`src/rtl/serial_crc_unit.sv`:
```
// serial_crc_unit: bit-serial, MSB-first CRC engine with a valid/ready input
// stream and a held result that the consumer releases with crc_ack.
module serial_crc_unit #(
    parameter int              WIDTH = 8,
    parameter logic [WIDTH-1:0] POLY  = 8'h07,
    parameter logic [WIDTH-1:0] INIT  = 8'h00
) (
    input  logic             clk,
    input  logic             rst,
    input  logic             in_valid,
    output logic             in_ready,
    input  logic             in_bit,
    input  logic             in_last,
    output logic [WIDTH-1:0] crc_out,
    output logic [15:0]      frame_len,
    output logic             crc_valid,
    input  logic             crc_ack
);

    typedef enum logic [1:0] {
        S_IDLE  = 2'd0,
        S_SHIFT = 2'd1,
        S_HOLD  = 2'd2
    } state_t;

    // One CRC shift step: feedback is the register MSB xor the incoming bit.
    function automatic logic [WIDTH-1:0] crc_step(input logic [WIDTH-1:0] crc_in,
                                                  input logic             data_bit);
        logic fb;
        fb = crc_in[WIDTH-1] ^ data_bit;
        if (fb) begin
            crc_step = {crc_in[WIDTH-2:0], 1'b0} ^ POLY;
        end else begin
            crc_step = {crc_in[WIDTH-2:0], 1'b0};
        end
    endfunction

    // Bit counter increment that sticks at all-ones instead of wrapping.
    function automatic logic [15:0] sat_inc(input logic [15:0] cnt_in);
        if (cnt_in == 16'hFFFF) begin
            sat_inc = cnt_in;
        end else begin
            sat_inc = cnt_in + 16'd1;
        end
    endfunction

    state_t           state_r, state_next_s;
    logic [WIDTH-1:0] crc_r, crc_next_s;
    logic [15:0]      cnt_r, cnt_next_s;
    logic [WIDTH-1:0] crc_out_r, crc_out_next_s;
    logic [15:0]      frame_len_r, frame_len_next_s;
    logic             crc_valid_r, crc_valid_next_s;
    logic             in_ready_r;
    logic             beat_s;
    logic [WIDTH-1:0] crc_base_s;
    logic [WIDTH-1:0] crc_step_s;
    logic [15:0]      cnt_inc_s;

    // in_ready_r is low exactly in HOLD, so a beat can never land there.
    assign beat_s     = in_valid & in_ready_r;
    // A frame always starts from INIT, independent of leftover register contents.
    assign crc_base_s = (state_r == S_IDLE) ? INIT : crc_r;
    assign crc_step_s = crc_step(crc_base_s, in_bit);
    assign cnt_inc_s  = sat_inc(cnt_r);

    assign in_ready  = in_ready_r;
    assign crc_out   = crc_out_r;
    assign frame_len = frame_len_r;
    assign crc_valid = crc_valid_r;

    // Next-state and next-result logic for the IDLE/SHIFT/HOLD sequencer.
    always_comb begin
        state_next_s     = state_r;
        crc_next_s       = crc_r;
        cnt_next_s       = cnt_r;
        crc_out_next_s   = crc_out_r;
        frame_len_next_s = frame_len_r;
        crc_valid_next_s = crc_valid_r;
        case (state_r)
            S_IDLE, S_SHIFT: begin
                if (beat_s) begin
                    crc_next_s = crc_step_s;
                    cnt_next_s = cnt_inc_s;
                    if (in_last) begin
                        state_next_s     = S_HOLD;
                        crc_valid_next_s = 1'b1;
                        crc_out_next_s   = crc_step_s;
                        frame_len_next_s = cnt_inc_s;
                    end else begin
                        state_next_s = S_SHIFT;
                    end
                end else begin
                    state_next_s = state_r;
                end
            end
            S_HOLD: begin
                if (crc_ack) begin
                    state_next_s     = S_IDLE;
                    crc_next_s       = INIT;
                    cnt_next_s       = 16'd0;
                    crc_valid_next_s = 1'b0;
                    crc_out_next_s   = {WIDTH{1'b0}};
                    frame_len_next_s = 16'd0;
                end else begin
                    state_next_s = S_HOLD;
                end
            end
            default: begin
                state_next_s     = S_IDLE;
                crc_next_s       = INIT;
                cnt_next_s       = 16'd0;
                crc_valid_next_s = 1'b0;
                crc_out_next_s   = {WIDTH{1'b0}};
                frame_len_next_s = 16'd0;
            end
        endcase
    end

    // State and result registers; rst wins over any beat or ack in the same cycle.
    always_ff @(posedge clk) begin
        if (rst) begin
            state_r     <= S_IDLE;
            crc_r       <= INIT;
            cnt_r       <= 16'd0;
            crc_out_r   <= {WIDTH{1'b0}};
            frame_len_r <= 16'd0;
            crc_valid_r <= 1'b0;
            in_ready_r  <= 1'b1;
        end else begin
            state_r     <= state_next_s;
            crc_r       <= crc_next_s;
            cnt_r       <= cnt_next_s;
            crc_out_r   <= crc_out_next_s;
            frame_len_r <= frame_len_next_s;
            crc_valid_r <= crc_valid_next_s;
            in_ready_r  <= (state_next_s != S_HOLD);
        end
    end

endmodule

```
`config.mk`:
```
export PLATFORM = sky130hd
export DESIGN_NAME = serial_crc_unit
export DESIGN_NICKNAME = d
export VERILOG_FILES = /design/src/rtl/serial_crc_unit.sv
export SDC_FILE = /design/constraint.sdc
export NUM_CORES = 1
export LEC_CHECK = 0
export ABC_CLOCK_PERIOD_IN_PS = 2800
export CAP_MARGIN = 20
export CORE_ASPECT_RATIO = 0.75
export CORE_MARGIN = 3
export CORE_UTILIZATION = 25
export CTS_CLUSTER_SIZE = 12
export DETAILED_ROUTE_END_ITERATION = 8
export PLACE_DENSITY = 0.47
export SLEW_MARGIN = 20
export SYNTH_ARGS = -nofsm -noshare
export SYNTH_HDL_FRONTEND = slang
export SYNTH_SLANG_ARGS = --single-unit
```
`constraint.sdc`:
```
create_clock -name clk -period 2.8 [get_ports clk]
set_clock_uncertainty 0.05 [all_clocks]
set_input_delay 0.28 -clock clk [delete_from_list [all_inputs] [get_ports clk]]
set_output_delay 0.28 -clock clk [all_outputs]
set_load 0.05 [all_outputs]
```
==> After elaboration in Yosys (flattened, before gate mapping) <==
Cells that the tools add are included.
{ "classes": {"add_sub_neg": 1, "eq_ne": 7, "muxes": 23, "bitwise": 3, "n_reduce_logical": 4} }
{ "ops": {"columns": ["operator", "n"], "rows": [
  ["16-bit 2-to-1 mux", 5],
  ["16-bit one-hot mux with 2 select lines", 2],
  ["8-bit 2-to-1 mux", 5],
  ["8-bit one-hot mux with 2 select lines", 2],
  ["16-bit by 1-bit adder with 16-bit output (second input constant)", 1],
  ["16-bit equality test (second input constant)", 1],
  ["2-bit inequality test (second input constant)", 4],
  ["2-bit 2-to-1 mux", 3],
  ["2-bit one-hot mux with 2 select lines", 1],
  ["1-bit 2-to-1 mux", 3],
  ["3-bit 2-to-1 mux", 1],
  ["3-bit inverter", 1],
  ["3-bit AND reduction", 1],
  ["2-bit by 1-bit equality test with 1-bit output (second input constant)", 1],
  ["2-bit equality test (second input constant)", 1],
  ["2-bit logical NOT", 1],
  ["1-bit one-hot mux with 2 select lines", 1],
  ["2-bit AND reduction", 1],
  ["2-bit OR reduction", 1],
  ["1-bit bitwise AND", 1],
  ["1-bit XOR", 1]
]} }
{ "totals": {"ff_bits": 52, "input_bits": 6, "out_inout_bits": 26} }

==> Depth between registers and ports, before layout <==
Gate-level depths: netlist (run 1).
{ "depth": {"word_depth": 7, "ltp_mapped": 7, "mapped_depth_nobuf": 5} }

==> Worst setup path after synthesis (run 1) <==
No wires, ideal clock.
{ "synth_path": {"kind": "register -> register", "start": "reg cnt_r[1]", "end": "reg cnt_r[0]", "setup_ns": 0.131, "arrival_ns": 1.718, "t_required_ns": 2.619, "slack_ns": 0.901, "stages_incl_launch_ff": 7, "path_buffers": 1, "period_less_slack_ns": 1.899, "cell_sequence": "dfxtp_1 ha_1 nand3_1 or4_1 clkbuf_1 a21oi_1 a211oi_1"} }
{ "synth_between": {"elab_chain_len": 4} }
{ "synth_lines": {"columns": ["item", "line_no", "source"], "rows": [
  ["start: declaration", "49", "logic [15:0] cnt_r, cnt_next_s;"],
  ["start signal: assignment", "132", "cnt_r <= cnt_next_s;"],
  ["16-bit equality test", "40", "if (cnt_in == 16'hFFFF) begin"],
  ["16-bit 2-to-1 mux", "40", null],
  ["16-bit 2-to-1 mux", "81", "if (beat_s) begin"],
  ["16-bit one-hot mux with 2 select lines", "79", "case (state_r)"]
]} }
No other way between the ends. The select of a mux whose other input is x is not followed.
A chain may end at the register's enable or synchronous reset.

==> Final worst setup path (run 1) <==
{ "layout_path": {"start": "reg cnt_r[0]", "end": "reg frame_len_r[0] (netlist: frame_len[0])"} }
{ "layout_between": {"elab_chain_len": 5, "elab_cells_between_ends": 6, "classes_between": "add/sub (1); eq/ne (1); mux (4)"} }
{ "layout_lines": {"columns": ["item", "line_no", "source"], "rows": [
  ["16-bit by 1-bit adder with 16-bit output or 16-bit equality test (tied branches)", "43, 40", null],
  ["16-bit 2-to-1 mux (*)", "40", null],
  ["16-bit 2-to-1 mux (*)", "84", "if (in_last) begin"],
  ["16-bit 2-to-1 mux (*)", "81", null],
  ["16-bit one-hot mux with 2 select lines (*)", "79", null],
  ["end signal: assignment", "134", "frame_len_r <= frame_len_next_s;"],
  ["end: declaration", "51", "logic [15:0] frame_len_r, frame_len_next_s;"]
]} }
Mark *: on every way between the ends. The rest lies on a longest branch, timed or not. The select of a mux whose other input is x is not followed.

==> impl_metrics.tcl, run 1 <==
set metrics [dict create \
    cts_setup_buffers 0 \
    fmax_ghz 0.410 \
    drive_above_1_share_pct 7.08 \
    setup_viol 0 \
    synth_area_per_cell_sq_um 8.12 \
    synthesis.area_sq_um 2560 \
    synth_ff_type "dfxtp_1" \
    io_buffers 31 \
    async_flop_share_pct 0 \
    grt_pass1_wl_um 12300 \
    vias_per_cell 5.22 \
    clk_latency_ns 0.29 \
    grt_max_degree 36 \
    p_total_mw 1.56 \
    diodes 0 \
    setup-tns-final_ns 0 \
    relSlewSlack_pct 55.1 \
    drc 0 \
    synth_top_area_share_pct 40.7 \
    peakVddDrop_uv 239 \
    die-area_sq_um 11500 \
    slew_viol_final 0 \
    path_cells "ha_1, nand3_1, or4_1, xnor2_1, o21ai_0" \
    worstMarginPinSlew_ns 0.669 \
    ant_nets 0 \
    p_leak_nw 1.05 \
    startpoint_type "flip-flop" \
    hold_violations 0 \
    die_h_um 93.6 \
    outcome "completed" \
    period_needed_ns 2.44 \
    wl_um 7460 \
    required_ns 2.92 \
    cts_htree_levels 2 \
    rows 31 \
    grt_overflow 0 \
    numClockSinks 52 \
    areaGrowthSynthToFinish_pct 22.9 \
    layout.area.seq_sq_um 1040 \
    io_pins 32 \
    place_congestion 0.814 \
    initial_utilization_pct 26.1 \
    yosys-top-cells-area "dfxtp_1 41%, nand2_1 4.8%, a21oi_1 4.7%" \
    hold_slack_ns 0.398 \
    cp_max_fo 10 \
    synth-seq-area-share_pct 40.7 \
    rsz0062_at_grt "false" \
    period_share_pct 87.2 \
    multiInputGateArea_sq_um 1390 \
    hpwl_um 5480 \
    synth_top_cells_by_count "52 x dfxtp_1, 33 x nand2_1, 24 x a21oi_1, 22 x nor2_1, 21 x o21ai_0" \
    cts_tree "built" \
    critPathKind "reg2reg" \
    antenna_found_initial 0 \
    crit_family "simple AND/OR/NAND/NOR gates" \
    final_cells 471 \
    wire_per_inst_um 15.8 \
    critPathCaptureType "flip-flop" \
    synth_cells 315 \
    maxCapViolCount 0 \
    cts_resized 0 \
    holdBufCountCts 0 \
    critical_path.max_stage_delay_ns 0.75 \
    ys_ff_latch 52 \
    grt_pass1_vias 2248 \
    clk_pin_slew_ns 0.07 \
    worstPathArrival_ns 2.56 \
    synth.net_count 322 \
    place_inst 463 \
    min_path_type "reg2reg" \
    cts_buffer_depth 2 \
    netlist-cell-type-count 53 \
    critPathBufInv 0 \
    vias 2458 \
    cpMaxStageDelayCell "or4_1" \
    power.density_nw_per_um2 497 \
    fp.coreArea_sq_um 9810 \
    nNetsFinal 345 \
    die_x_um 123 \
    synth_most_common_cell "dfxtp_1" \
    ys_warn_count 0 \
    drtIter0Drc 171 \
    ctsRootBufferMaster "clkbuf_16" \
    synth_edf_count 0 \
    synth_top_area_cell "dfxtp_1" \
    fill_cells 1049 \
    grt_use_total_pct 13.5 \
    drt-pass1-iter-count 5 \
    cts_buffers 5 \
]
==> per-stage QoR <==
stage / setup WS (ns) / util, % / area (sq um)
final: 0.358 / 32.0 / 3140
after global routing: 0.157 / 32.0 / 3140
after CTS: 0.367 / 32.0 / 3140
after detailed placement: 0.362 / 30.5 / 2990
after global placement: 0.372 / 30.5 / 2990
after floorplan: 0.901 / - / 2560
==> path summary, 6_finish.rpt <==
kind / from / endpoint / slack [ns] / cells past startpoint
setup / recovery: cnt_r[0] / frame_len[0] / 0.36 / 5
hold / removal: frame_len[15] / frame_len[15] / 0.40 / 2
setup reg to reg: cnt_r[0] / frame_len[0] / 0.36 / 5
hold reg to reg: frame_len[15] / frame_len[15] / 0.40 / 2
==> cells in the final DEF, fill, tap and decap left out, types with 7 or more instances in the layout <==
cell             Yosys  routed
a22oi_1             11      11
nand2_1             33      33
a31oi_1              8       8
nand4_1              7       7
nor2_1              22      22
dfxtp_1             52      52
buf_4                0       9
o21ai_0             21      21
nand3_1             19      19
or4_1                7       7
clkdlybuf4s50_1      0      31
a21oi_1             24      24
nor3_1              10      10
==> final cells by class <==
| class | count | share of cell area [%] |
|---|---|---|
| Clock inverter | 1 | 0.239 |
| Inverter | 5 | 0.597 |
| Timing Repair Buffer | 40 | 12.0 |
| Clock buffer | 7 | 4.54 |
| Multi-Input combinational cell | 234 | 44.2 |
| Tap cell | 132 | 5.25 |
| Sequential cell | 52 | 33.1 |
==> report_power, final <==
part / switching (mW) / internal [mW] / total [mW] / leakage, nW
Clock: 0.271 / 0.357 / 0.628 / 0.0701
Combinational: 0.105 / 0.0541 / 0.160 / 0.562
Sequential: 0.0205 / 0.754 / 0.775 / 0.421
Total: 0.397 / 1.17 / 1.56 / 1.05
==> flip-flops by register name (all words and copies together), names as in the netlist <==
signal and flops:
cnt_r 16, crc_out 8, crc_r 8, crc_valid 1, frame_len 16, in_ready 1, state_r 2
==> kinds of logic after synthesis <==
family          Yosys count  synth area share [%]
flops                    52                  40.7
simple gates            132                  27.7
xor+xnor                  4                  1.37
mux                       4                  1.57
compound gates           93                  23.2
fa+ha+maj                 1                 0.489
buf+inv                  29                  4.94
==> metal layers <==
layer  global-route usage, %  share of wire [%]  vias up
met5                       0                  0        -
met4                    2.89               0.70        0
met3                    3.20                6.5        6
met2                    17.4                 39       78
met1                    21.9                 54     1144
li1                        -                  -     1230
==> worst min-delay path: stages (launching register included) <==
cell and delay, ns:
dfxtp_1 0.31, nand2_1 0.05, o21ai_1 0.05
Note: power is estimated with default switching activity, not from simulation.
==> inputs of run 2 (changes only) <==
--- a/config.mk
+++ b/config.mk
@@ -7,11 +7,11 @@
 export LEC_CHECK = 0
 export ABC_CLOCK_PERIOD_IN_PS = 2800
 export CAP_MARGIN = 20
-export CORE_ASPECT_RATIO = 0.75
 export CORE_MARGIN = 3
 export CORE_UTILIZATION = 25
 export CTS_CLUSTER_SIZE = 12
 export DETAILED_ROUTE_END_ITERATION = 8
+export HOLD_SLACK_MARGIN = 0.15
 export PLACE_DENSITY = 0.47
 export SLEW_MARGIN = 20
 export SYNTH_ARGS = -nofsm -noshare
==> impl_metrics.tcl, run 2 (same netlist as run 1, synthesis figures left out) <==
set metrics [dict create \
    outcome "completed" \
    diodes 0 \
    hold_violations 0 \
    hpwl_um 5130 \
    whs_endpoint "crc_out[1]" \
    final_cell_mix "52 x dfxtp_1, 33 x nand2_1, 31 x clkdlybuf4s50_1" \
    antenna_found_initial 0 \
    grt_pass1_wl_um 11700 \
    rsz0062_at_grt "false" \
    final_cells 474 \
    crit_family "simple AND/OR/NAND/NOR gates" \
    cts_setup_buffers 0 \
    worst_hold_path.num_cells 2 \
    critPathCaptureType "flip-flop" \
    cts_htree_levels 2 \
    drtIter0Drc 165 \
    die_h_um 107 \
    place_congestion 0.813 \
    grt_pass1_vias 2287 \
    r2r-end "frame_len[1]" \
    p_leak_nw 1.05 \
    path_cells "ha_1, nand3_1, or4_1, mux2i_1, o21ai_0" \
    rows 36 \
    io_buffers 31 \
    critPathBufInv 0 \
    power.density_nw_per_um2 471 \
    fp.coreArea_sq_um 9860 \
    clk_latency_ns 0.32 \
    worstPathArrival_ns 2.55 \
    period_needed_ns 2.41 \
    p_total_mw 1.47 \
    clk_pin_slew_ns 0.10 \
    fmax_ghz 0.415 \
    wl_um 7140 \
    wire_per_inst_um 15.1 \
    grt_max_degree 31 \
    drt-pass1-iter-count 4 \
    startpoint_type "flip-flop" \
    maxCapViolCount 0 \
    worstMarginPinSlew_ns 1.00 \
    cpMaxStageDelayCell "or4_1" \
    peakVddDrop_uv 203 \
    die-area_sq_um 11500 \
    initial_utilization_pct 25.9 \
    period_share_pct 86.1 \
    min_path_type "reg2reg" \
    final_common_cell "dfxtp_1" \
    cts_resized 0 \
    rr_worst_depth 5 \
    vias_per_cell 5.16 \
    relSlewSlack_pct 32.5 \
    ctsRootBufferMaster "clkbuf_8" \
    io_pins 32 \
    areaGrowthSynthToFinish_pct 22.0 \
    critPathKind "reg2reg" \
    worst-r2r-setup-slack_ns 0.39 \
    place_inst 466 \
    cts_tree "built" \
    ant_nets 0 \
    cts_buffer_depth 2 \
    critical_path.max_stage_delay_ns 0.74 \
    numClockSinks 52 \
    setup-tns-final_ns 0 \
    holdBufCountCts 0 \
    setup_viol 0 \
    nNetsFinal 347 \
    reg2reg_from "cnt_r[0]" \
    hold_start "crc_out[1]" \
    die_x_um 107 \
    cts_buffers 5 \
    grt_use_total_pct 12.7 \
    required_ns 2.94 \
    cp_max_fo 10 \
    slew_viol_final 0 \
    drc 0 \
    vias 2447 \
    drive_above_1_share_pct 7.92 \
    fill_cells 1055 \
    grt_overflow 0 \
]
==> run 2: changes by cell type in the layout (fill, tap and decap cells not counted), sizes merged <==
| cell | before | now |
|---|---|---|
| bufinv | 0 | 1 |
| clkbuf | 7 | 5 |
| clkinv | 0 | 1 |
| buf | 9 | 11 |
==> run 2: per-stage QoR <==
stage	hold slack [ns]	area, sq um	worst slack [ns]	util [%]
after CTS	0.418	3120	0.432	31.6
final	0.413	3120	0.390	31.6
after global routing	0.437	3120	0.255	31.6
after floorplan	0.393	2560	0.901	-
after detailed placement	0.399	3010	0.404	30.5
after global placement	0.393	3010	0.425	30.5
==> run 2: routing by layer <==
layer	track usage (%)	part of all wire, %	routed length (um)	vias to the layer above
li1	-	-	-	1230
met1	19.3	51	3640	1141
met2	17.8	43	3060	65
met3	2.17	4.4	314	11
met4	4.66	1.7	121	0
met5	0	0	0	-
==> run 2: worst min-delay path: stages (launching register included) <==
cell,delay (ns)
dfxtp_1,0.33
nand2_1,0.05
a21oi_1,0.05
==> run 2: final cells by class <==
| class | instances | area [sq um] | share of cell area (%) |
|---|---|---|---|
| Sequential cell | 52 | 1040 | 33.4 |
| Tap cell | 133 | 166 | 5.33 |
| Clock inverter | 3 | 42.5 | 1.36 |
| Clock buffer | 5 | 68.8 | 2.21 |
| Timing Repair Buffer | 42 | 393 | 12.6 |
| Inverter | 5 | 18.8 | 0.601 |
| Multi-Input combinational cell | 234 | 1390 | 44.5 |
==> run 2: worst max path at each step <==
stage	depth (start not counted)	startpoint	slack, ns	endpoint
after floorplan	6	cnt_r[1]	0.90	cnt_r[0]
after global placement	5	cnt_r[0]	0.43	frame_len[1]
after detailed placement	6	in_valid	0.40	frame_len[5]
after CTS	5	cnt_r[0]	0.43	frame_len[1]
after global routing	4	cnt_r[0]	0.26	frame_len[13]
final	5	cnt_r[0]	0.39	frame_len[1]
==> run 2: power by group <==
group / leakage (nW) / internal (mW) / switching, mW
combinational: 0.572 / 0.0570 / 0.107
clock: 0.0541 / 0.265 / 0.269
sequential: 0.421 / 0.754 / 0.0181
